### src/rtl/axi_stream_mem_writer_pkg.sv
// Shared types and helpers for the AXI-Stream to AXI4 memory writer.
// The 4 KiB burst limit is enabled with AXI_STREAM_MEM_WRITER_4K_SPLIT_EN.
package axi_stream_mem_writer_pkg;

  typedef enum logic [1:0] {
    IDLE = 2'd0,
    ADDR = 2'd1,
    DATA = 2'd2,
    RESP = 2'd3
  } state_t;

  localparam logic [1:0] AXI_BURST_INCR = 2'b01;
  localparam logic [1:0] AXI_RESP_OKAY  = 2'b00;

  // Beats left before the next 4 KiB boundary for a beat-aligned address.
  function automatic logic [12:0] beats_to_4k(input logic [11:0] addr_lo,
                                              input int unsigned byte_shift);
    logic [12:0] bytes_left;
    bytes_left = 13'd4096 - {1'b0, addr_lo};
    return bytes_left >> byte_shift;
  endfunction

endpackage

### src/rtl/axi_burst_len_calc.sv
// Combinational burst length: min of remaining beats and MAX_BURST_LEN, and
// the 4 KiB boundary limit when AXI_STREAM_MEM_WRITER_4K_SPLIT_EN is defined.
module axi_burst_len_calc
  import axi_stream_mem_writer_pkg::*;
#(
  parameter int ADDR_WIDTH    = 32,
  parameter int MAX_BURST_LEN = 16,
  parameter int BYTE_SHIFT    = 2
) (
  input  logic [ADDR_WIDTH-1:0] addr,
  input  logic [ADDR_WIDTH-1:0] remaining,
  output logic [8:0]            len
);

  logic unused_addr;
  assign unused_addr = ^addr;

`ifdef AXI_STREAM_MEM_WRITER_4K_SPLIT_EN
  logic [12:0] lim_4k;
  assign lim_4k = beats_to_4k(addr[11:0], BYTE_SHIFT);
`endif

  always_comb begin
    len = 9'(MAX_BURST_LEN);
    if (remaining < ADDR_WIDTH'(MAX_BURST_LEN)) len = remaining[8:0];
`ifdef AXI_STREAM_MEM_WRITER_4K_SPLIT_EN
    if (lim_4k < {4'b0, len}) len = lim_4k[8:0];
`endif
  end

endmodule

### src/rtl/axi_stream_mem_writer.sv
// Writes a commanded AXIS transfer to memory as AXI4 INCR bursts, one burst
// in flight. Optional 4 KiB splitting: AXI_STREAM_MEM_WRITER_4K_SPLIT_EN.
module axi_stream_mem_writer
  import axi_stream_mem_writer_pkg::*;
#(
  parameter int ADDR_WIDTH    = 32,
  parameter int STREAM_WIDTH  = 32,
  parameter int MAX_BURST_LEN = 16,
  localparam int STRB_WIDTH   = STREAM_WIDTH / 8,
  localparam int BYTE_SHIFT   = $clog2(STRB_WIDTH)
) (
  input  logic                    aclk,
  input  logic                    resetn,
  input  logic                    s_avalid,
  output logic                    s_aready,
  input  logic [ADDR_WIDTH-1:0]   s_aaddr,
  input  logic [ADDR_WIDTH-1:0]   s_abeats,
  input  logic                    s_axis_tvalid,
  output logic                    s_axis_tready,
  input  logic                    s_axis_tlast,
  input  logic [STREAM_WIDTH-1:0] s_axis_tdata,
  input  logic [STRB_WIDTH-1:0]   s_axis_tstrb,
  output logic                    m_axi_awvalid,
  input  logic                    m_axi_awready,
  output logic [ADDR_WIDTH-1:0]   m_axi_awaddr,
  output logic [7:0]              m_axi_awlen,
  output logic [2:0]              m_axi_awsize,
  output logic [1:0]              m_axi_awburst,
  output logic                    m_axi_wvalid,
  input  logic                    m_axi_wready,
  output logic [STREAM_WIDTH-1:0] m_axi_wdata,
  output logic [STRB_WIDTH-1:0]   m_axi_wstrb,
  output logic                    m_axi_wlast,
  input  logic                    m_axi_bvalid,
  output logic                    m_axi_bready,
  input  logic [1:0]              m_axi_bresp,
  output logic                    busy,
  output logic                    error
);

  // Handshakes: a transfer happens on a rising aclk edge where valid && ready;
  // a valid, once raised, holds its payload stable until that edge.

  state_t                  state_q, state_d;
  logic [ADDR_WIDTH-1:0]   addr_q, rem_q, awaddr_q;
  logic [7:0]              awlen_q;
  logic [8:0]              len_q, beat_cnt_q, calc_len;
  logic                    awvalid_q, busy_q, error_q;
  logic [ADDR_WIDTH-1:0]   calc_addr, calc_rem, next_addr, aligned_addr;
  logic                    accept, w_hs, b_hs, load_aw;
  logic                    unused_bresp;

  assign unused_bresp = m_axi_bresp[0];
  assign aligned_addr = s_aaddr & ~ADDR_WIDTH'(STRB_WIDTH - 1);
  assign next_addr    = addr_q + (ADDR_WIDTH'(len_q) << BYTE_SHIFT);

  assign accept  = (state_q == IDLE) && s_avalid;
  assign w_hs    = (state_q == DATA) && s_axis_tvalid && m_axi_wready;
  assign b_hs    = (state_q == RESP) && m_axi_bvalid;
  assign load_aw = (accept && (s_abeats != '0)) || (b_hs && (rem_q != '0));

  // The next burst is sized from the values that will be live in ADDR.
  always_comb begin
    calc_addr = next_addr;
    calc_rem  = rem_q;
    if (state_q == IDLE) begin
      calc_addr = aligned_addr;
      calc_rem  = s_abeats;
    end
  end

  axi_burst_len_calc #(
    .ADDR_WIDTH    (ADDR_WIDTH),
    .MAX_BURST_LEN (MAX_BURST_LEN),
    .BYTE_SHIFT    (BYTE_SHIFT)
  ) u_len_calc (
    .addr      (calc_addr),
    .remaining (calc_rem),
    .len       (calc_len)
  );

  always_ff @(posedge aclk or negedge resetn) begin
    if (!resetn) state_q <= IDLE;
    else         state_q <= state_d;
  end

  always_comb begin
    state_d       = state_q;
    s_aready      = 1'b0;
    s_axis_tready = 1'b0;
    m_axi_wvalid  = 1'b0;
    m_axi_bready  = 1'b0;
    case (state_q)
      IDLE: begin
        s_aready = 1'b1;
        if (s_avalid && (s_abeats != '0)) state_d = ADDR;
      end
      ADDR: if (m_axi_awready) state_d = DATA;
      DATA: begin
        m_axi_wvalid  = s_axis_tvalid;
        s_axis_tready = m_axi_wready;
        if (s_axis_tvalid && m_axi_wready && (beat_cnt_q == 9'd1)) state_d = RESP;
      end
      RESP: begin
        m_axi_bready = 1'b1;
        if (m_axi_bvalid) state_d = (rem_q == '0) ? IDLE : ADDR;
      end
      default: state_d = IDLE;
    endcase
  end

  always_ff @(posedge aclk or negedge resetn) begin
    if (!resetn) begin
      addr_q     <= '0;
      rem_q      <= '0;
      awaddr_q   <= '0;
      awlen_q    <= '0;
      len_q      <= '0;
      beat_cnt_q <= '0;
      awvalid_q  <= 1'b0;
      busy_q     <= 1'b0;
      error_q    <= 1'b0;
    end else begin
      if (state_q == IDLE) busy_q <= s_avalid;
      if (accept) begin
        addr_q  <= aligned_addr;
        rem_q   <= s_abeats;
        error_q <= 1'b0;
      end
      if (load_aw) begin
        awaddr_q  <= calc_addr;
        awlen_q   <= 8'(calc_len - 9'd1);
        len_q     <= calc_len;
        awvalid_q <= 1'b1;
      end
      if ((state_q == ADDR) && m_axi_awready) begin
        awvalid_q  <= 1'b0;
        beat_cnt_q <= len_q;
      end
      if (w_hs) begin
        beat_cnt_q <= beat_cnt_q - 9'd1;
        rem_q      <= rem_q - 1'b1;
        // tlast must mark exactly the final beat of the whole transfer.
        if (s_axis_tlast != (rem_q == ADDR_WIDTH'(1))) error_q <= 1'b1;
      end
      if (b_hs) begin
        addr_q <= next_addr;
        if (m_axi_bresp[1]) error_q <= 1'b1;
        if (rem_q == '0)    busy_q  <= 1'b0;
      end
    end
  end

  assign m_axi_awvalid = awvalid_q;
  assign m_axi_awaddr  = awaddr_q;
  assign m_axi_awlen   = awlen_q;
  assign m_axi_awsize  = 3'(BYTE_SHIFT);
  assign m_axi_awburst = AXI_BURST_INCR;
  assign m_axi_wdata   = s_axis_tdata;
  assign m_axi_wstrb   = s_axis_tstrb;
  assign m_axi_wlast   = (state_q == DATA) && (beat_cnt_q == 9'd1);
  assign busy          = busy_q;
  assign error         = error_q;

endmodule

### config.mk
export PLATFORM = sky130hd
export DESIGN_NAME = axi_stream_mem_writer
export DESIGN_NICKNAME = d
export VERILOG_FILES = /design/src/rtl/axi_stream_mem_writer_pkg.sv /design/src/rtl/axi_burst_len_calc.sv /design/src/rtl/axi_stream_mem_writer.sv
export SDC_FILE = /design/constraint.sdc
export NUM_CORES = 1
export LEC_CHECK = 0
export CAP_MARGIN = 20
export CORE_MARGIN = 4
export CORE_UTILIZATION = 30
export DETAILED_ROUTE_END_ITERATION = 8
export SYNTH_ARGS = -nofsm -noshare
export SYNTH_HDL_FRONTEND = slang
export SYNTH_SLANG_ARGS = --single-unit
export TNS_END_PERCENT = 100
### constraint.sdc
create_clock -name aclk -period 4.4 [get_ports aclk]
set_input_delay 0.66 -clock aclk [delete_from_list [all_inputs] [get_ports aclk]]
set_output_delay 0.66 -clock aclk [all_outputs]
set_load 0.02 [all_outputs]
; Word level (Yosys, flattened, before mapping)
; Index checks and enable logic that the tools add are counted.
[word_totals]
word_cells = 75
out_inout_bits = 89
reg_bits = 127
input_bits = 110
[op_classes]
magnitude_cmp = 1
muxes = 29
n_reduce_logical = 21
eq_ne = 10
n_addsub = 4
[op_table]
columns = cell, n
row1 = 2-to-1 mux 32 bit, 6
row2 = nonzero test 32 bit, 2
row3 = adder 32 x 11 -> 32 bit, 1
row4 = "equality test 32 x 1 -> 1 bit, second input constant", 1
row5 = logical NOT 32 bit, 1
row6 = "less-than comparator 32 x 5 -> 1 bit, second input constant", 1
row7 = "subtractor 32 x 1 -> 32 bit, second input constant", 1
row8 = 2-to-1 mux 9 bit, 3
row9 = 2-to-1 mux 1 bit, 15
row10 = logical AND 1 bit, 11
row11 = "equality test 9 x 1 -> 1 bit, second input constant", 1
row12 = "subtractor 9 x 1 -> 9 bit, second input constant", 1
row13 = 2-to-1 mux 2 bit, 4
row14 = case mux 2 bit (4 select lines), 1
row15 = nonzero test 2 bit, 4
row16 = "subtractor 8 x 1 -> 8 bit, second input constant", 1
row17 = "equality test 2 bit, second input constant", 2
row18 = "inequality test 2 x 1 -> 1 bit, second input constant", 2
row19 = "inequality test 2 bit, second input constant", 2
row20 = AND reduction 4 bit, 1
row21 = "equality test 2 x 1 -> 1 bit, second input constant", 1
row22 = logical NOT 2 bit, 1
row23 = logical OR 1 bit, 1
row24 = inequality test 1 bit, 1

; Logic depth before layout (Yosys ltp)
; Gate-level depths: netlist of the first run.
[depth]
word_depth = 7
mapped_depth = 11
mapped_depth_nobuf = 10

; Hierarchy
; From an unflattened synthesis of the first run, not the netlist that was laid out.
[unflattened]
cells_unflattened = 990
area_unflattened_um2 = 8296.7
[by_module_without_submodules]
columns = mod, area_each_um2, cells_per_inst, seq_area_each_um2, instances
row1 = axi_stream_mem_writer, 8159.1, 967, 3078.0, 1
row2 = axi_burst_len_calc, 137.6, 23, 0.0, 1

; Worst setup path after synthesis of the first run
; OpenSTA, ideal clock, no wires.
[synth_path]
path_type = flip-flop to flip-flop
start = register rem_q[23]
end = register awlen_q[4], in the netlist m_axi_awlen[4]
synth_period_minus_slack_ns = 2.830
n_path_buf = 1
t_arrival_ns = 2.748
path_stages_with_launch = 10
required_time_ns = 4.318
slack_ns = 1.570
setup_time_ns = 0.082
cell_sequence = dfrtp_1 or4_4 or3_1 buf_2 nor4_4 a32oi_1 or2_2 ha_1 nand2b_1 a31oi_1
[synth_between]
elab_chain_len = 4
elab_cells_between_ends = 7
classes_between = add/sub: 1 / order compare: 1 / mux: 2 / reduce/logical: 3
[synth_lines]
columns = element, line_no
row1 = "start, declared", axi_stream_mem_writer.sv:45  ; logic [ADDR_WIDTH-1:0] addr_q, rem_q, awaddr_q;
row2 = "start signal, assigned", axi_stream_mem_writer.sv:127  ; rem_q <= s_abeats;
row3 = "start signal, assigned", axi_stream_mem_writer.sv:142  ; rem_q <= rem_q - 1'b1;
row4 = 2-to-1 mux 32 bit, axi_stream_mem_writer.sv:66  ; if (state_q == IDLE) begin
row5 = less-than comparator 32 x 5 -> 1 bit, axi_burst_len_calc.sv:25  ; if (remaining < ADDR_WIDTH'(MAX_BURST_LEN)) len = remaining[8:0];
row6 = 2-to-1 mux 9 bit, axi_burst_len_calc.sv:25
row7 = subtractor 8 x 1 -> 8 bit, axi_stream_mem_writer.sv:132  ; awlen_q <= 8'(calc_len - 9'd1);
row8 = "end signal, assigned", axi_stream_mem_writer.sv:132
row9 = "end, declared", axi_stream_mem_writer.sv:46  ; logic [7:0] awlen_q;
; Several ways; a longest one is shown, not always the timed one.
; A chain may end at the register's enable or synchronous reset.

; Worst setup path after layout of the first run
[layout_path]
start = register beat_cnt_q[3]
end = output m_axi_wlast
[layout_between]
elab_chain_len = 2
[layout_lines]
columns = element, line_no
row1 = "start, declared", axi_stream_mem_writer.sv:47  ; logic [8:0] len_q, beat_cnt_q, calc_len;
row2 = "start signal, assigned", axi_stream_mem_writer.sv:138  ; beat_cnt_q <= len_q;
row3 = "start signal, assigned", axi_stream_mem_writer.sv:141  ; beat_cnt_q <= beat_cnt_q - 9'd1;
row4 = equality test 9 x 1 -> 1 bit, axi_stream_mem_writer.sv:161  ; assign m_axi_wlast = (state_q == DATA) && (beat_cnt_q == 9'd1);
row5 = logical AND 1 bit, axi_stream_mem_writer.sv:161
row6 = "end, declared", axi_stream_mem_writer.sv:33  ; output logic m_axi_wlast,
; Every way passes these cells.

==> results of run 1 <==
[report_power, final]
| group | switching, mW | total [mW] | leakage (nW) | internal, mW |
|---|---|---|---|---|
| combinational | 1.61 | 2.82 | 2.09 | 1.21 |
| clock | 0.538 | 1.36 | 0.280 | 0.821 |
| sequential | 0.468 | 2.10 | 1.48 | 1.63 |
| total | 2.62 | 6.28 | 3.85 | 3.66 |
[worst paths after layout]
| kind | start | endpoint | slack, ps | cells after the start |
|---|---|---|---|---|
| worst max-delay path | beat_cnt_q[3]$_DFFE_PN0P_ | m_axi_wlast | 800 | 5 |
| worst min-delay path | resetn | rem_q[17]$_DFFE_PN0P_ | 280 | 1 |
| worst max register to register | rem_q[23]$_DFFE_PN0P_ | m_axi_awlen[4]$_DFFE_PN0P_ | 1180 | 8 |
| worst min register to register | rem_q[8]$_DFFE_PN0P_ | rem_q[8]$_DFFE_PN0P_ | 470 | 2 |
| max in group asynchronous | resetn | len_q[5]$_DFFE_PN0P_ | 3240 | 2 |
| min in group aclk | rem_q[8]$_DFFE_PN0P_ | rem_q[8]$_DFFE_PN0P_ | 470 | 2 |
[metal layers]
layer,track usage (%),vias up
met2,25.4,197
met5,0,-
met1,21.5,3275
li1,-,3332
met3,4.08,23
met4,4.98,0
[cell families (layout without fill, tap and decap cells)]
kind of cell	Yosys count	after routing	synth area share, %
other	2	5	0.0982
flip-flops	124	124	40.6
AND/OR/NAND/NOR	371	371	23.2
adder cells (fa/ha/maj)	20	20	3.37
XOR/XNOR	31	31	3.55
buffers and inverters	108	185	7.66
AO/OA/AOI/OAI	228	228	18.7
multiplexers	22	22	2.88
[cell type report]
cell class	instances	area [µm²]	share of cell area [%]
timing repair buffer	132	1300	13.7
sequential	124	3100	32.9
clock buffer	22	474	5.03
clock inverter	10	88.8	0.942
multi-input combinational	677	3980	42.2
tap	330	413	4.38
inverter	21	78.8	0.836
[stage by stage]
stage / std cells / utilization, %
floorplan: 909 / -
global placement: 1284 / 35.3
detailed placement: 1284 / 35.3
CTS: 1316 / 37.6
global route: 1316 / 37.6
finish: 1316 / 37.6
[critical path, cell delays in order, from the launching register on]
cell and delay, ps:
dfrtp_1 400, or3_1 420, or4_1 470, nor3b_1 440, and2_1 190, clkdlybuf4s50_1 600
[flip-flops by register name, summed over array words and instances, names as in the netlist]
name	count
rem_q	32
addr_q	30
m_axi_awvalid	1
busy	1
m_axi_awlen	8
error	1
beat_cnt_q	9
m_axi_awaddr	31
len_q	9
state_q	2
[placed cells by master, fill, tap and decap left out, drive strengths merged, types with 14 or more instances in the layout]
master,count
a21oi,61
and2,15
and3,16
buf,15
clkbuf,22
clkdlybuf4s50,117
dfrtp,124
ha,19
inv,23
mux2i,22
nand2,115
nand3,21
nor2,100
nor3,30
nor4,20
o21ai,67
or3,14
xnor2,19
==> out/metrics.cfg, run 1 <==
[cts]
cts_max_path_buffers=2
cts_buffers=17
htree_levels=4
cts_tree=yes
cts_setup_buffers=0
cts_sinks=124
clk_pin_slew_ps=60
insertion_delay_ps=420
cts_root_buffer=clkbuf_16
ctsResizeCount=0
cts_hold_buf=0

[floorplanning]
fp-row-count=58
start_util_pct=30.5
coreArea_um2=25100
fp.dieH_um=168
die-area_um2=28100
fp.dieW_um=168
ios=199

[worst_setup_path]
arrival_ps=2940
endpoint_kind=primary output
required_ps=3740
cp_max_fo=4
critPathLaunchType=flip-flop
path_class=reg -> out

[synthesis]
synth_edf_count=0
synth_top_cell_by_area=dfrtp_1
synth_commonest_cells=124 x dfrtp_1, 114 x nand2_1, 99 x nor2_1
syn_avg_cell_area_um2=8.44
syn_area_um2=7650
synth.most_common_cell=dfrtp_1
ys_ff_latch=124
async_flop_share_pct=100
synth_warnings=0
synth_top_area_share_pct=40.6
synth_cells=906
synth.area.top_cells=dfrtp_1 41%, nand2_1 5.6%, nor2_1 4.9%
yosysSeqAreaShare_pct=40.6
ys_types=64
ys.flop_type=dfrtp_1

[final_layout]
fin_area_um2=9430
fillers=2622
final_nets=1103
layout-drive-gt1-share_pct=5.88
area_growth_syn_to_layout_pct=23.3
diodes=0

[placed_design]
gp_congestion=0.898
dp_hpwl_mm=16.3
port_buffers=118
dp_slack_ps=1050
place_area_um2=8870

[timing]
period_needed_ps=3600
worst_pin_slew_ps=822
max_freq_mhz=278
slew_violations=0
setup_violations=0
rsz0062_at_grt=false
final_hold_viol_count=0
layout_setup_ws_ps=798
skew_ps=13.4
tns_ps=0
fin_crit_sh_pct=81.9
fin_hold_ws_ps=283
max-slew-margin-rel_pct=45.1

[routing]
wire_per_inst_um=17.1
wl_met1_mm=10.4
viasPerCell=5.19
wl_met2_mm=10.5
drt-pass1-iter-count=5
top_layer_used=met4
drt_wl_total_mm=22.5
first_iter_violations=531
dr_wl_met3_mm=1.31
vias=6827
drtAntennaViolNets=0
drc=0

[global_route]
antenna_found_initial=0
grt_overflow_total=0
grt_max_degree=75
grt_first_pass_wirelength_mm=36.4
grt_pass1_vias=6711
grt_usage_pct=16.0

[min_path]
hold_path.class=in -> async

[outcome]
status=complete, no violations

[power_and_ir_drop]
powerDensity_nw_per_um2=666
p_total_mw=6.28
peakVddDrop_mv=0.296
leakage_nw=3.85

[job]
drv_cap=0

Note: power is estimated with default switching activity, not from simulation.
==> inputs of run 2 (changes only) <==
Clock period 4.4 ns to 3.2 ns, I/O delays scaled along.
==> run 2 against run 1 <==
Compared with the run above:
- hold slack worse by 210 ps
- sequential cell count did not move
- register-to-register slack got worse by 850 ps
- critical path depth stayed put
- total power is 42% higher
- critical path type unchanged
- critical endpoint unchanged
- first-iteration DRC count down 4.1%
- sequential share of layout area fell by 0.62 points
- worst setup slack got worse by 580 ps
- non-clock buffer count rose by 14
- core utilization up 0.72 points
==> out/metrics.cfg, run 2 (synthesized netlist as in run 1, its figures left out) <==
[power_and_ir_drop]
peakVddDrop_mv=0.394  ; +33%
powerDensity_nw_per_um2=926  ; +39%
leakage_nw=3.94  ; +2.4%

[timing]
skew_ps=13.0  ; -0.378 ps
max-slew-margin-rel_pct=55.2  ; +10 points
setup_violations=0  ; unchanged
rsz0062_at_grt=false
period_needed_ps=2980
slew_violations=0  ; unchanged
max_freq_mhz=336
fin_crit_sh_pct=93.1
tns_ps=0  ; unchanged
final_hold_viol_count=0  ; unchanged
worst_pin_slew_ps=663  ; -159 ps

[routing]
drc=0  ; unchanged
viasPerCell=5.24  ; +1.1%
drt-pass1-iter-count=5  ; unchanged
wire_per_inst_um=17.4  ; +1.5%
first_iter_violations=509  ; -4.1%
drtAntennaViolNets=0  ; unchanged
vias=6974  ; +2.2%
drt_wl_total_mm=23.1  ; +2.6%

[final_layout]
instances_no_fill=1330  ; +1.1%
multiInputGateArea_um2=3990  ; +0.13%
largest_register_ffs=32  ; unchanged
layout-drive-gt1-share_pct=7.30  ; +1.4 points
diodes=0  ; unchanged
final_cell_mix=124 x dfrtp_1, 116 x clkdlybuf4s50_1, 114 x nand2_1
area_growth_syn_to_layout_pct=25.7
fillers=2580  ; -1.6%
layout_commonest_cell=dfrtp_1
top_register=rem_q
area.sequential_um2=3100  ; unchanged
final_nets=1117  ; +1.3%

[global_route]
antenna_found_initial=0  ; unchanged
grt_pass1_vias=7020  ; +4.6%
grt_overflow_total=0  ; unchanged
grt_first_pass_wirelength_mm=37.4  ; +2.7%
grt_max_degree=51  ; -32%
grt_usage_pct=16.4  ; +0.45 points

[cts]
cts_buffers=17  ; unchanged
clk_pin_slew_ps=60  ; about the same
cts_hold_buf=0  ; unchanged
htree_levels=4  ; unchanged
insertion_delay_ps=420  ; about the same
cts_tree=yes
cts_root_buffer=clkbuf_16
cts_sinks=124  ; unchanged
cts_setup_buffers=0  ; unchanged
cts_max_path_buffers=2  ; unchanged

[worst_setup_path]
path_class=reg -> out
critPathLaunchType=flip-flop
cp_max_fo=4  ; unchanged
arrival_ps=2500  ; -440 ps
endpoint_kind=primary output
required_ps=2720  ; -1020 ps

[placed_design]
gp_congestion=0.895  ; -0.38%
dp_cells=1298  ; +1.1%
port_buffers=118  ; unchanged
dp_hpwl_mm=16.8  ; +2.8%

[floorplanning]
coreArea_um2=25100  ; unchanged
ios=199  ; unchanged
fp.dieH_um=168  ; unchanged
fp-row-count=58  ; unchanged
start_util_pct=30.5  ; unchanged
fp.dieW_um=168  ; unchanged
die-area_um2=28100  ; unchanged

[min_path]
hold_path.class=in -> async

[outcome]
status=complete, no violations

[job]
drv_cap=0  ; unchanged

[run 2: changes by cell type in the layout (fill, tap and decap cells not counted), sizes merged]
cell and change:
buf +14, clkinv -3, bufinv +2, clkinvlp +2
inv -2, clkbuf +1, clkdlybuf4s50 -1, dlygate4sd2 +1
[run 2: layout make-up]
class	instances	area share (%)
multi-input cells	677	41.4
flip-flops and latches	124	32.3
well taps	330	4.29
repair buffers	146	14.7
inverters	21	0.820
clock inverters	9	1.41
clock buffers	23	5.07
[run 2: through the flow]
step           hold WS, ps  utilization [%]  cell area, µm²  total power, mW  setup slack [ps]
3_3_place_gp           448             35.8            8990             6.79               264
5_1_grt                103             38.3            9620             9.58              90.2
6_report              70.9             38.3            9620             8.91               221
3_5_place_dp           466             35.8            8990             6.88               272
2_1_floorplan          184                -            7660             5.47               370
4_1_cts               79.9             38.3            9620             8.97               212
[run 2: timing repair]
item	CTS	global route
hold endpoints to repair	0	0
resized for setup	2	0
endpoints found under the setup margin	1	0
[run 2: final timing paths]
| path | depth (start not counted) | startpoint | slack [ps] | endpoint |
|---|---|---|---|---|
| max | 5 | beat_cnt_q[3]$_DFFE_PN0P_ | 220 | m_axi_wlast |
| min | 1 | resetn | 70 | rem_q[17]$_DFFE_PN0P_ |
| max reg2reg | 8 | rem_q[23]$_DFFE_PN0P_ | 330 | m_axi_awlen[4]$_DFFE_PN0P_ |
| min reg2reg | 2 | rem_q[8]$_DFFE_PN0P_ | 470 | rem_q[8]$_DFFE_PN0P_ |
| max in group asynchronous | 2 | resetn | 2250 | rem_q[11]$_DFFE_PN0P_ |
| min in group aclk | 2 | rem_q[8]$_DFFE_PN0P_ | 470 | rem_q[8]$_DFFE_PN0P_ |
[run 2: power by group]
group          internal (mW)  total (mW)  leakage, nW  switching, mW
Clock                   1.31        2.06        0.296          0.747
Combinational           1.71        3.96         2.17           2.25
Sequential              2.25        2.89         1.48          0.648
[run 2: critical path, stage by stage, from the launching register on]
cell and delay (ps):
dfrtp_1 400, or3_1 410, or4_1 480, nor3b_2 310
and2_1 160, dlygate4sd2_1 330
[run 2: routing by layer]
layer / routed length, µm / track usage, %
met1: 10500 / 22.1
met2: 10500 / 25.6
met3: 1510 / 4.13
met4: 636 / 6.32
met5: 0 / 0
==> inputs of run 3 (changes only) <==
Settings changed: SYNTH_HIERARCHICAL from default to 1.
==> run 3 against run 2 <==
Compared with the run above:
- largest power group unchanged
- worst setup slack got worse by 90 ps
- critical path type is now reg -> reg
- combinational power rose by 32%
- synthesized area grew 7.5%
==> out/metrics.cfg, run 3 <==
[final_layout]
largest_register_ffs=32  ; unchanged
multiInputGateArea_um2=4580  ; +15%
diodes=0  ; unchanged
final_nets=1191  ; +6.6%
area.sequential_um2=3080  ; -0.81%
top_register=rem_q
fillers=2688  ; +4.2%
final_cell_mix=124 x nand2_1, 123 x dfrtp_1, 115 x clkdlybuf4s50_1
layout_commonest_cell=nand2_1
layout-drive-gt1-share_pct=14.2  ; +6.9 points
area_growth_syn_to_layout_pct=26.0

[cts]
cts_sinks=123  ; -0.81%
cts_tree=yes
cts_buffers=17  ; unchanged
cts_root_buffer=clkbuf_16
htree_levels=4  ; unchanged
cts_max_path_buffers=2  ; unchanged
insertion_delay_ps=420  ; about the same
clk_pin_slew_ps=60  ; about the same

[floorplanning]
fp.dieH_um=174  ; +3.5%
ios=199  ; unchanged
coreArea_um2=27000  ; +7.3%
fp-row-count=60  ; +3.4%
fp.dieW_um=174  ; +3.5%
die-area_um2=30100  ; +7.2%
start_util_pct=30.5  ; +0.059 points

[timing]
worst_pin_slew_ps=760  ; +97.8 ps
fin_hold_ws_ps=49.8  ; -21.1 ps
final_hold_viol_count=0  ; unchanged
period_needed_ps=3070  ; +90.1 ps
rsz0062_at_grt=false
skew_ps=12.1  ; -0.921 ps
slew_violations=0  ; unchanged
max-slew-margin-rel_pct=49.1  ; -6.1 points
max_freq_mhz=326  ; -2.9%
tns_ps=0  ; unchanged
fin_crit_sh_pct=95.9  ; +2.8 points
setup_violations=0  ; unchanged

[worst_setup_path]
r2r_start=state_q[0]$_DFFE_PN0P_
r2r_end=m_axi_awlen[7]$_DFFE_PN0P_
arrival_ps=3410  ; +910 ps
ff2ff_path_depth=11  ; +3
critPathLaunchType=flip-flop
crit_path_max_incr_delay_ps=410  ; -70 ps
cpMaxStageDelayCell=nand4b_1
cp_cell_sequence=inv_2 > ha_4 > buf_12 > mux2_2 > nor4_1 > nand4_1 > nand4b_1 > nor4_2 > nand2_1 > xor2_1 > o21ai_0
startpoint=state_q[0]$_DFFE_PN0P_
endpoint_kind=flip-flop
required_ps=3540  ; +820 ps
r2r_slack_ps=130  ; -200 ps
cp_max_fo=8  ; +4
crit_path_end=m_axi_awlen[7]$_DFFE_PN0P_
path_class=reg -> reg

[synthesis]
synth_cells=971  ; +7.2%
syn_area_um2=8230  ; +7.5%
syn_avg_cell_area_um2=8.47  ; +0.34%
synth_warnings=6  ; +6

[power_and_ir_drop]
peakVddDrop_mv=0.537  ; +36%
powerDensity_nw_per_um2=996  ; +7.6%
leakage_nw=4.06  ; +3.0%

[routing]
drtAntennaViolNets=0  ; unchanged
vias=7677  ; +10%
viasPerCell=5.43  ; +3.5%
first_iter_violations=686  ; +35%
wire_per_inst_um=17.8  ; +2.7%
drt-pass1-iter-count=6  ; +1
drt_wl_total_mm=25.2  ; +9.2%
drc=0  ; unchanged

[placed_design]
port_buffers=116  ; -1.7%
gp_congestion=0.870  ; -2.7%
dp_hpwl_mm=17.8  ; +5.9%

[outcome]
status=complete, no violations

[global_route]
grt_pass1_vias=7453  ; +6.2%
antenna_found_initial=0  ; unchanged
grt_overflow_total=0  ; unchanged
grt_usage_pct=16.3  ; -0.17 points
grt_first_pass_wirelength_mm=40.3  ; +7.7%
grt_max_degree=63  ; +24%

[job]
drv_cap=0  ; unchanged

[min_path]
hold_path.class=in -> async

run 3: where the power goes:
part / switching [mW] / internal, mW / total [mW] / leakage (nW)
Sequential: 0.703 / 2.28 / 2.98 / 1.46
Clock: 0.771 / 1.35 / 2.13 / 0.316
Combinational: 2.89 / 2.33 / 5.21 / 2.29
run 3: layout make-up:
type                       instances  share of cell area, %
multi-input combinational        735                   44.2
sequential                       123                   29.7
timing repair buffer             162                   15.1
clock buffer                      19                   4.37
tap                              341                   4.12
clock inverter                    13                   1.82
inverter                          21                  0.761
run 3: repair_timing:
item	4_1_cts	5_1_grt
setup endpoints to repair	0	7
buffers inserted	0	3
resized for setup	0	2
hold buffers	0	0
run 3: routing by layer:
metal | routed length (µm) | track usage (%) | vias to the layer above | part of all wire, %
met5 | 0 | 0 | - | 0
met4 | 400 | 4.52 | 0 | 1.6
met3 | 1610 | 3.90 | 32 | 6.4
met2 | 11800 | 26.1 | 274 | 47
met1 | 11400 | 22.1 | 3674 | 45
li1 | - | - | 3697 | -
run 3: worst min path at each step:
| stage | end | slack [ps] | cells past startpoint |
|---|---|---|---|
| after floorplan | addr_q[10]$_DFFE_PN0P_ | 180 | 0 |
| after global placement | m_axi_awaddr[27]$_DFFE_PN0P_ | 470 | 2 |
| after detailed placement | m_axi_awlen[3]$_DFFE_PN0P_ | 470 | 2 |
| after CTS | rem_q[14]$_DFFE_PN0P_ | 60 | 1 |
| after global routing | rem_q[14]$_DFFE_PN0P_ | 70 | 1 |
| final | rem_q[14]$_DFFE_PN0P_ | 50 | 1 |
run 3: critical path, delay by kind of cell, from the launching register on:
family	cells	cell delay [ps]
XOR/XNOR	1	150
flip-flops	1	400
adder cells (fa/ha/maj)	1	220
AND/OR/NAND/NOR	5	1480
AO/OA/AOI/OAI	1	150
buffers and inverters	2	260
multiplexers	1	330
run 3: metrics by stage:
| stage | total power, mW | utilization (%) | cells | instance area, µm² | setup WS (ps) |
|---|---|---|---|---|---|
| 6_report | 10.3 | 38.4 | 1414 | 10400 | 131 |
| 5_1_grt | 11.1 | 38.4 | 1414 | 10400 | 2.97 |
| 4_1_cts | 10.3 | 38.3 | 1411 | 10300 | 31.8 |
| 3_5_place_dp | 8.11 | 35.9 | 1379 | 9680 | 64.7 |
| 3_3_place_gp | 8.00 | 35.9 | 1378 | 9660 | 104 |
| 2_1_floorplan | 6.40 | - | 979 | 8310 | 6.36 |
